[config.mk]
export PLATFORM = sky130hd
export DESIGN_NAME = jedro_1_bus_arbiter
export DESIGN_NICKNAME = d
export VERILOG_FILES = /design/src/rtl/jedro_1_defines.sv /design/src/rtl/jedro_1_id_fifo.sv /design/src/rtl/jedro_1_bus_arbiter.sv
export SDC_FILE = /design/constraint.sdc
export NUM_CORES = 1
export LEC_CHECK = 0
export CORE_AREA = 2 2 112 114
export DETAILED_ROUTE_END_ITERATION = 10
export DIE_AREA = 0 0 114 116
export SYNTH_ARGS = -nofsm -noshare
export SYNTH_HDL_FRONTEND = slang
export SYNTH_SLANG_ARGS = --single-unit
[constraint.sdc]
create_clock -name clk_i -period 2.6 [get_ports clk_i]
set_input_delay 0.65 -clock clk_i [delete_from_list [all_inputs] [get_ports clk_i]]
set_output_delay 0.65 -clock clk_i [all_outputs]
set_load 0.03 [all_outputs]
[src/rtl/jedro_1_defines.sv]
// Shared types and constants for the jedro_1 data-bus arbiter slice.
// Defines the request bundle, the arbiter state encoding and the port count.
package jedro_1_defines;
  localparam int DATA_WIDTH = 32;
  localparam int ARB_PORTS  = 2;

  typedef struct packed {
    logic [DATA_WIDTH-1:0] addr;
    logic [DATA_WIDTH-1:0] data;
    logic [3:0]            strobe;
    logic                  write;
  } bus_req_t;

  typedef enum logic {
    eIDLE = 1'b0,
    eLOCK = 1'b1
  } arb_state_e;
endpackage

[src/rtl/jedro_1_id_fifo.sv]
// In-order FIFO of 1-bit requester IDs; the head names the owner of the next response.
// Pointers carry one extra wrap bit; the full flag is registered, empty is combinational.
module jedro_1_id_fifo #(
  parameter int DEPTH = 4
) (
  input  logic clk_i,
  input  logic rst_i,
  input  logic push_i,
  input  logic id_i,
  input  logic pop_i,
  output logic head_o,
  output logic full_q_o,
  output logic empty_o
);
  localparam int AW = $clog2(DEPTH);

  logic [AW:0] r_wr_ptr;
  logic [AW:0] r_rd_ptr;
  logic        r_full;
  logic        r_mem [DEPTH];
  logic [AW:0] w_wr_next;
  logic [AW:0] w_rd_next;
  logic        w_push;
  logic        w_pop;

  assign empty_o   = (r_wr_ptr == r_rd_ptr);
  assign full_q_o  = r_full;
  assign head_o    = r_mem[r_rd_ptr[AW-1:0]];
  assign w_push    = push_i && !r_full;
  assign w_pop     = pop_i && !empty_o;
  assign w_wr_next = r_wr_ptr + {{AW{1'b0}}, w_push};
  assign w_rd_next = r_rd_ptr + {{AW{1'b0}}, w_pop};

  // Full is computed from the next-state pointers so it is valid the cycle after a push/pop.
  always_ff @(posedge clk_i) begin
    if (rst_i) begin
      r_wr_ptr <= '0;
      r_rd_ptr <= '0;
      r_full   <= 1'b0;
    end else begin
      r_wr_ptr <= w_wr_next;
      r_rd_ptr <= w_rd_next;
      r_full   <= (w_wr_next[AW] != w_rd_next[AW]) &&
                  (w_wr_next[AW-1:0] == w_rd_next[AW-1:0]);
    end
  end

  always_ff @(posedge clk_i) begin
    if (w_push) r_mem[r_wr_ptr[AW-1:0]] <= id_i;
  end
endmodule

[src/rtl/jedro_1_bus_arbiter.sv]
// Two-port round-robin arbiter for the data-RAM bus (port 0 = LSU, port 1 = fetch/debug).
// Grant is frozen while a request stalls; responses are steered by an in-order owner FIFO.
module jedro_1_bus_arbiter
  import jedro_1_defines::*;
#(
  parameter int MAX_OUTSTANDING = 4
) (
  input  logic                                 clk_i,
  input  logic                                 rst_i,
  input  logic [ARB_PORTS-1:0]                 s_req_valid_i,
  output logic [ARB_PORTS-1:0]                 s_req_ready_o,
  input  logic [ARB_PORTS-1:0][DATA_WIDTH-1:0] s_req_addr_i,
  input  logic [ARB_PORTS-1:0][DATA_WIDTH-1:0] s_req_data_i,
  input  logic [ARB_PORTS-1:0][3:0]            s_req_strobe_i,
  input  logic [ARB_PORTS-1:0]                 s_req_write_i,
  output logic [DATA_WIDTH-1:0]                s_rsp_data_o,
  output logic                                 s_rsp_error_o,
  output logic [ARB_PORTS-1:0]                 s_rsp_valid_o,
  input  logic [ARB_PORTS-1:0]                 s_rsp_ready_i,
  output logic [DATA_WIDTH-1:0]                m_req_addr_o,
  output logic [DATA_WIDTH-1:0]                m_req_data_o,
  output logic [3:0]                           m_req_strobe_o,
  output logic                                 m_req_write_o,
  output logic                                 m_req_valid_o,
  input  logic                                 m_req_ready_i,
  input  logic [DATA_WIDTH-1:0]                m_rsp_data_i,
  input  logic                                 m_rsp_error_i,
  input  logic                                 m_rsp_valid_i,
  output logic                                 m_rsp_ready_o,
  output logic                                 ghost_rsp_o
);
  arb_state_e r_state;
  logic       r_locked_id;
  logic       r_last_grant;

  bus_req_t   w_req [ARB_PORTS];
  bus_req_t   w_sel;
  logic       w_grant_vld;
  logic       w_grant_id;
  logic       w_req_ok;
  logic       w_req_fire;
  logic       w_rsp_ok;
  logic       w_pop;
  logic       w_head;
  logic       w_full_q;
  logic       w_empty;

  always_comb begin
    w_grant_vld = 1'b0;
    w_grant_id  = 1'b0;
    if (r_state == eLOCK) begin
      w_grant_vld = 1'b1;
      w_grant_id  = r_locked_id;
    end else if (&s_req_valid_i) begin
      w_grant_vld = 1'b1;
      w_grant_id  = ~r_last_grant;
    end else if (s_req_valid_i[0]) begin
      w_grant_vld = 1'b1;
      w_grant_id  = 1'b0;
    end else if (s_req_valid_i[1]) begin
      w_grant_vld = 1'b1;
      w_grant_id  = 1'b1;
    end
  end

  // A registered full flag blocks the grant even in a cycle that also pops.
  assign w_req_ok       = w_grant_vld && !w_full_q && !rst_i;
  assign w_sel          = w_req[w_grant_id];
  assign m_req_valid_o  = w_req_ok && s_req_valid_i[w_grant_id];
  assign m_req_addr_o   = w_sel.addr;
  assign m_req_data_o   = w_sel.data;
  assign m_req_strobe_o = w_sel.strobe;
  assign m_req_write_o  = w_sel.write;
  assign w_req_fire     = m_req_valid_o && m_req_ready_i;

  assign w_rsp_ok       = !w_empty && !rst_i;
  assign m_rsp_ready_o  = s_rsp_ready_i[w_head] && w_rsp_ok;
  assign w_pop          = m_rsp_valid_i && m_rsp_ready_o;
  assign ghost_rsp_o    = m_rsp_valid_i && w_empty && !rst_i;
  assign s_rsp_data_o   = m_rsp_data_i;
  assign s_rsp_error_o  = m_rsp_error_i;

  for (genvar gi = 0; gi < ARB_PORTS; gi++) begin : g_port
    assign w_req[gi] = '{addr:   s_req_addr_i[gi],
                         data:   s_req_data_i[gi],
                         strobe: s_req_strobe_i[gi],
                         write:  s_req_write_i[gi]};
    assign s_req_ready_o[gi] = m_req_ready_i && w_req_ok && (w_grant_id == 1'(gi));
    assign s_rsp_valid_o[gi] = m_rsp_valid_i && w_rsp_ok && (w_head == 1'(gi));
  end

  always_ff @(posedge clk_i) begin
    if (rst_i) begin
      r_state      <= eIDLE;
      r_locked_id  <= 1'b0;
      r_last_grant <= 1'b1;
    end else begin
      if (w_req_fire) r_last_grant <= w_grant_id;
      case (r_state)
        eIDLE: if (m_req_valid_o && !m_req_ready_i) begin
          r_state     <= eLOCK;
          r_locked_id <= w_grant_id;
        end
        eLOCK: if (w_req_fire) r_state <= eIDLE;
        default: r_state <= eIDLE;
      endcase
    end
  end

  jedro_1_id_fifo #(
    .DEPTH(MAX_OUTSTANDING)
  ) u_id_fifo (
    .clk_i   (clk_i),
    .rst_i   (rst_i),
    .push_i  (w_req_fire),
    .id_i    (w_grant_id),
    .pop_i   (w_pop),
    .head_o  (w_head),
    .full_q_o(w_full_q),
    .empty_o (w_empty)
  );
endmodule
==> metrics <==
achievable frequency 385 MHz; clock skew 0.000661 ns; classification of the worst setup path input port to output port; signal arrival time at the worst endpoint 1.95 ns; cell types occupying the most area after synthesis sky130_fd_sc_hd__mux2_2 41%, sky130_fd_sc_hd__buf_4 14%, sky130_fd_sc_hd__dfxtp_1 11%, sky130_fd_sc_hd__edfxtp_1 6.4%, sky130_fd_sc_hd__buf_6 3.6%; number of placement rows 40; type of element launching the critical path input port; critical path capture point type output port; placed standard-cell area 4090 um2; estimated wirelength of the detail-placed design 7.85 mm; Max VDD drop 0.172 mV; Net Count, Synth 366; Post-Synthesis Cell Area 1880 um2; maximum root-to-sink buffer count 2; Skew-Pair Late Insertion Delay 0.24 ns; iteration-0 DRC count of the detailed router 42; number of diodes 0; worst slew slack as a fraction of its limit 68.9%; cell type with the highest occurrence count on the critical path sky130_fd_sc_hd__buf_6; wire per inst 17.8 um; floorplan core area 11,900 um2; antenna violations before repair 0; cell with the largest stage delay on the worst path sky130_fd_sc_hd__mux2_4; height of the die 116 um; number of maximum-capacitance violations 0; count of fill cells added during filler insertion 1,183; category of cells accounting for the largest share of critical-path delay buffers and inverters; CP max FO 8; PortBufs 221; final weighted congestion in routability-driven placement 0.759; hold violation count in the final report 0; area growth from synthesis to final layout 145%; xor/xnor cell area share of the yosys netlist 3.72%; run status finished, final reports clean; die footprint 13,200 um2; async set or reset register ratio after synthesis 0%; gr usage total 13.0%; Avg Cell Area, Syn 10.3 um2; worst-margin pin slew 0.461 ns; number of global-route vias before repair 2,370; root buf cell sky130_fd_sc_hd__clkbuf_16; pin count of the biggest net entering global routing 13; Synth area leader sky130_fd_sc_hd__mux2_2; remaining number of nets flagged by the antenna check after routing 0; Compound-Gate Fraction of Synth Area 6.11%; final worst path period share 99.8%; number of sinks handled by clock tree synthesis 14; largest incremental delay on the critical path 0.29 ns; mux contribution to synthesized area 43.5%; synthesized netlist cell count 183; Design Power 1.55 mW; final routed wirelength across all metal layers 9.83 mm; worst-path cell chain buf_6, nor2b_4, a22oi_4, buf_12, buf_8, buf_12, buf_6, mux2_4, buf_6; I/O pin total 288; count of warnings emitted by yosys 0; time the worst path needs with I/O delays and setup 2.60 ns; router iterations before antenna repair 3; post-route cell area 4610 um2; DRC 0; effective utilization at floorplan 15.8%; count of cell types in the netlist 33; most instantiated cells after synthesis 69 x sky130_fd_sc_hd__mux2_2, 35 x sky130_fd_sc_hd__buf_4, 10 x sky130_fd_sc_hd__dfxtp_1; share of the yosys chip area belonging to registers 17.0%; TritonCTS clock tree built; deepest level of the CTS H-tree 1; clock transition at the registers of the reported paths 0.05 ns; max-slew violations 0; total number of nets in the final design 590; post-detailed-route via-to-cell ratio 4.11; overall die width 114 um; routed via count 2,274; dominant register cell in the synthesized netlist sky130_fd_sc_hd__dfxtp_1; RSZ-0062 raised after global routing true; combinational family with the most area after synthesis multiplexers; share of final-layout standard cells stronger than drive strength 1 49.3%; Crit path buffers/inverters 6; adder and majority cell fraction of the synthesized area 2.66%; fraction of synthesized cell area taken by the top area cell type 41.2%; EDFF count, synth 4; grt ovf 0; number of synthesized register bits 14; ratio of total power to cell area 335 nW/um2; leakage power total 2.10 nW; required time at the endpoint of the critical path 1.95 ns; post-synthesis simple-gate area fraction 8.50%; class of the worst hold path flip-flop to flip-flop; number of setup violations in the final report 0; cell with the most instances after synthesis sky130_fd_sc_hd__mux2_2; first-pass GRT wire length 13.0 mm; clock buffer count from CTS 3
[cells by family after synthesis]
family                   count (synthesis)
multiplexers                            72
buffers and inverters                   46
AND/OR/NAND/NOR                         25
AO/OA/AOI/OAI                           14
flip-flops                              14
XOR/XNOR                                 8
adder cells (fa/ha/maj)                  4
[where the power goes]
group          switching, mW  internal [mW]  leakage [nW]
Combinational          0.437          0.581          1.94
Sequential           0.00735          0.231         0.118
Clock                 0.0853          0.203        0.0385
[state kept, by name (all words and copies together) (netlist names), named ones only]
register	flops
u_id_fifo.r_mem	4
u_id_fifo.r_rd_ptr	3
u_id_fifo.r_wr_ptr	3
r_last_grant	1
r_locked_id	1
u_id_fifo.full_q_o	1
[routing by layer]
metal / track usage, % / part of all wire (%) / vias to the layer above
met2: 24.8 / 55 / 138
met4: 2.44 / 0.84 / 0
met5: 0 / 0 / -
met3: 4.29 / 8.8 / 11
met1: 13.9 / 35 / 1048
li1: - / - / 1077
[through the flow]
step / TNS [ns] / hold WS, ns / cells / util [%] / setup slack, ns
2_1_floorplan: -0.0139 / 0.490 / 183 / - / -0.0139
3_3_place_gp: -45.59 / 0.523 / 532 / 34.3 / -0.757
3_5_place_dp: -45.37 / 0.547 / 532 / 34.3 / -0.758
4_1_cts: -0.337 / 0.576 / 553 / 37.0 / -0.120
5_1_grt: -0.127 / 0.622 / 553 / 38.7 / -0.0429
6_report: 0 / 0.576 / 553 / 38.7 / 0.00429
[layout by cell type, fill, tap and decap left out, types with 2 or more instances in the layout]
cell | netlist | layout
sky130_fd_sc_hd__clkdlybuf4s50_1 | 0 | 141
sky130_fd_sc_hd__buf_4 | 35 | 37
sky130_fd_sc_hd__buf_6 | 6 | 51
sky130_fd_sc_hd__dlygate4sd2_1 | 0 | 2
sky130_fd_sc_hd__xnor2_1 | 3 | 3
sky130_fd_sc_hd__buf_2 | 0 | 17
sky130_fd_sc_hd__buf_16 | 0 | 5
sky130_fd_sc_hd__nor2b_1 | 4 | 4
sky130_fd_sc_hd__and3_1 | 2 | 2
sky130_fd_sc_hd__nor4_1 | 2 | 2
sky130_fd_sc_hd__inv_1 | 4 | 4
sky130_fd_sc_hd__dfxtp_1 | 10 | 10
sky130_fd_sc_hd__o311ai_0 | 2 | 2
sky130_fd_sc_hd__xor2_1 | 5 | 5
sky130_fd_sc_hd__nor3_1 | 2 | 2
sky130_fd_sc_hd__clkbuf_16 | 0 | 4
sky130_fd_sc_hd__edfxtp_1 | 4 | 4
sky130_fd_sc_hd__and3b_1 | 2 | 2
sky130_fd_sc_hd__o21ai_0 | 4 | 4
sky130_fd_sc_hd__a211oi_2 | 1 | 2
sky130_fd_sc_hd__a21oi_1 | 2 | 2
sky130_fd_sc_hd__ha_1 | 4 | 4
sky130_fd_sc_hd__mux2i_1 | 2 | 2
sky130_fd_sc_hd__nor2_1 | 6 | 6
sky130_fd_sc_hd__buf_12 | 0 | 5
sky130_fd_sc_hd__mux2_4 | 0 | 32
sky130_fd_sc_hd__mux2_2 | 69 | 37
sky130_fd_sc_hd__buf_8 | 0 | 2
[timing repair]
action	4_1_cts	5_1_grt
setup endpoints to repair	74	50
setup buffers	12	0
pin swaps	3	2
hold buffers	0	0
gates cloned	5	1
gates resized for setup	330	81
[worst reg2reg max path, stage by stage, from the launching register on]
cell and delay (ns):
sky130_fd_sc_hd__dfxtp_1 0.39, sky130_fd_sc_hd__mux4_2 0.57, sky130_fd_sc_hd__mux2i_1 0.23, sky130_fd_sc_hd__nor2_1 0.08, sky130_fd_sc_hd__ha_1 0.20, sky130_fd_sc_hd__ha_1 0.30
sky130_fd_sc_hd__xor2_1 0.16, sky130_fd_sc_hd__nor4_1 0.26
[worst paths after layout]
check	endpoint	from	slack, ns	cells past startpoint
setup / recovery	m_req_data_o[11]	s_req_valid_i[1]	0.004	9
hold / removal	r_last_grant	r_last_grant	0.58	1
setup reg to reg	u_id_fifo.full_q_o	u_id_fifo.r_rd_ptr[0]	0.31	7
hold reg to reg	r_last_grant	r_last_grant	0.58	1
[area by class of cell]
cell class	count	area [um2]	area share [%]
clock buffer	3	75.1	1.63
clock inverter	1	3.75	0.0814
inverter	4	15.0	0.325
multi-input combinational	123	1360	29.4
sequential	14	320	6.94
tap	147	184	3.99
timing repair buffer	261	2660	57.6
No activity file was read; power rests on OpenSTA's default activity.
==> variant (same flow settings) <==
Put a register stage on the output `s_rsp_error_o`. The value now appears one clock later. The other outputs are not delayed to match.
--- a/src/rtl/jedro_1_bus_arbiter.sv
+++ b/src/rtl/jedro_1_bus_arbiter.sv
@@ -78,7 +78,9 @@
   assign w_pop          = m_rsp_valid_i && m_rsp_ready_o;
   assign ghost_rsp_o    = m_rsp_valid_i && w_empty && !rst_i;
   assign s_rsp_data_o   = m_rsp_data_i;
-  assign s_rsp_error_o  = m_rsp_error_i;
+  always_ff @(posedge clk_i) begin
+    s_rsp_error_o <= m_rsp_error_i;
+  end
 
   for (genvar gi = 0; gi < ARB_PORTS; gi++) begin : g_port
     assign w_req[gi] = '{addr:   s_req_addr_i[gi],
Check against the original RTL: not equivalent (Yosys sat finds a counterexample within 4 cycles, from zero or initial values and one cycle with rst_i high).
==> variant against the unedited design <==
  * The flow now finishes with violations (negative setup slack)
  * Critical path depth unchanged
  * Combinational power down 8%
  * Worst setup slack worse by 0.0085 ns
  * Fmax down 0.33%
  * Power down 3.2%
  * Synthesized area up 0.66%
  * Sequential cell count up 1
  * Die area unchanged
  * Utilization down 2.2 points
  * Wire length up 4.1%
  * Design area down 5.7%
==> variant: results (changes against the unedited design) <==
P_seq 0.255 mW (+7%); DR WL/cell 18.8 microns (+5.5%); endpoint of the worst hold path u_id_fifo.r_rd_ptr[2]$_SDFF_PP0_; r2r setup slk 0.26 ns (-0.05 ns); RePlAce Congestion 0.806 (+6.3%); Post-Synth XOR/XNOR Area 3.69% (-0.025 points); largest net degree at the start of global routing 25 (+12); post-CTS resize count 302 (-8.5%); status finished with violations; PnR worst setup slack -0.00424 ns (-0.00853 ns); Post-synth top cells 69 x mux2_2, 34 x buf_4, 11 x dfxtp_1; Port Buf Inserts 223 (+0.90%); Hold Worst Slack 0.600 ns (+0.0239 ns); dpl hpwl 8.44 mm (+7.6%); layout cell share with drive strength beyond 1 47.9% (-1.4 points); Cells after DPL 535 (+0.56%); dpl ws -0.830 ns (-0.0719 ns); drt initial violations 79 (+88%); worst ir drop on vdd 0.000166 V (-3.7%); Post-Synth Adder-Cell Area 2.64% (-0.018 points); failing checks negative setup slack; hold_sp u_id_fifo.r_rd_ptr[2]$_SDFF_PP0_; post-synthesis mux area share 43.2% (-0.29 points); final core occ 36.5% (-2.2 points); Clock power frac 20.1% (+1.4 points); sequential-to-total area share from yosys stat 17.9% (+0.94 points); compound-cell area share of the yosys netlist 6.07% (-0.040 points); worst hold path type flip-flop to flip-flop; Leakage Power 1.94 nW (-7.7%); Fin Setup TNS -0.00424 ns (-0.00424 ns); P_sw 0.529 mW (-0.14%); instance area at placement 4110 sq um (+0.67%); Yosys top cell area share 41.0% (-0.27 points); number of fill cells 1228 (+3.8%); CP max FO 6 (-2); Setup violations, final 1 (+1); TritonRoute pass-1 iters 4 (+1); clock-net power 0.301 mW (+5%); Setup crit end m_req_data_o[14]; vias in the first global route 2351 (-0.80%); postcts setup bufs 5 (-7); WHS Path Cells 2 (+1); GR Util All Layers 13.9% (+0.94 points); syn_area_per_cell 10.4 sq um (+0.66%); top post-synthesis cells by area mux2_2 41%, buf_4 13%, dfxtp_1 12%, edfxtp_1 6.3%, buf_6 3.6%; first-pass GRT wire length 13.7 mm (+5.2%); Fin Clk Skew 0.00478 ns (+0.00412 ns); antenna violations before repair 0 (unchanged); non-filler cells, final 546 (-1.3%)
[variant: changes by cell type in the layout (fill, tap and decap cells not counted), moves of 2 or more]
cell             delta
buf_16              -2
buf_2              +19
buf_4               -6
buf_6              -19
clkdlybuf4s50_1     +2
mux2_2             +13
mux2_4             -13
[variant: critical path, cell delays in order]
cell	delay (ns)
buf_6	0.09
nor2b_4	0.12
a22oi_4	0.15
buf_6	0.17
buf_12	0.12
buf_16	0.12
buf_6	0.09
mux2_4	0.29
buf_6	0.14
[variant: area by class of cell]
cell class / instances / share of cell area [%]
inverter: 4 / 0.345
clock inverter: 1 / 0.115
timing repair buffer: 253 / 55.6
sequential: 15 / 7.82
clock buffer: 3 / 1.73
multi-input combinational: 123 / 30.2
tap: 147 / 4.23
[variant: per-layer routing]
layer / wire, microns / global-route usage (%) / vias to the layer above
met3: 694 / 3.61 / 2
met4: 40 / 2.44 / 0
met1: 3520 / 14.5 / 1029
li1: - / - / 1065
met2: 5990 / 28.0 / 107
met5: 0 / 0 / -
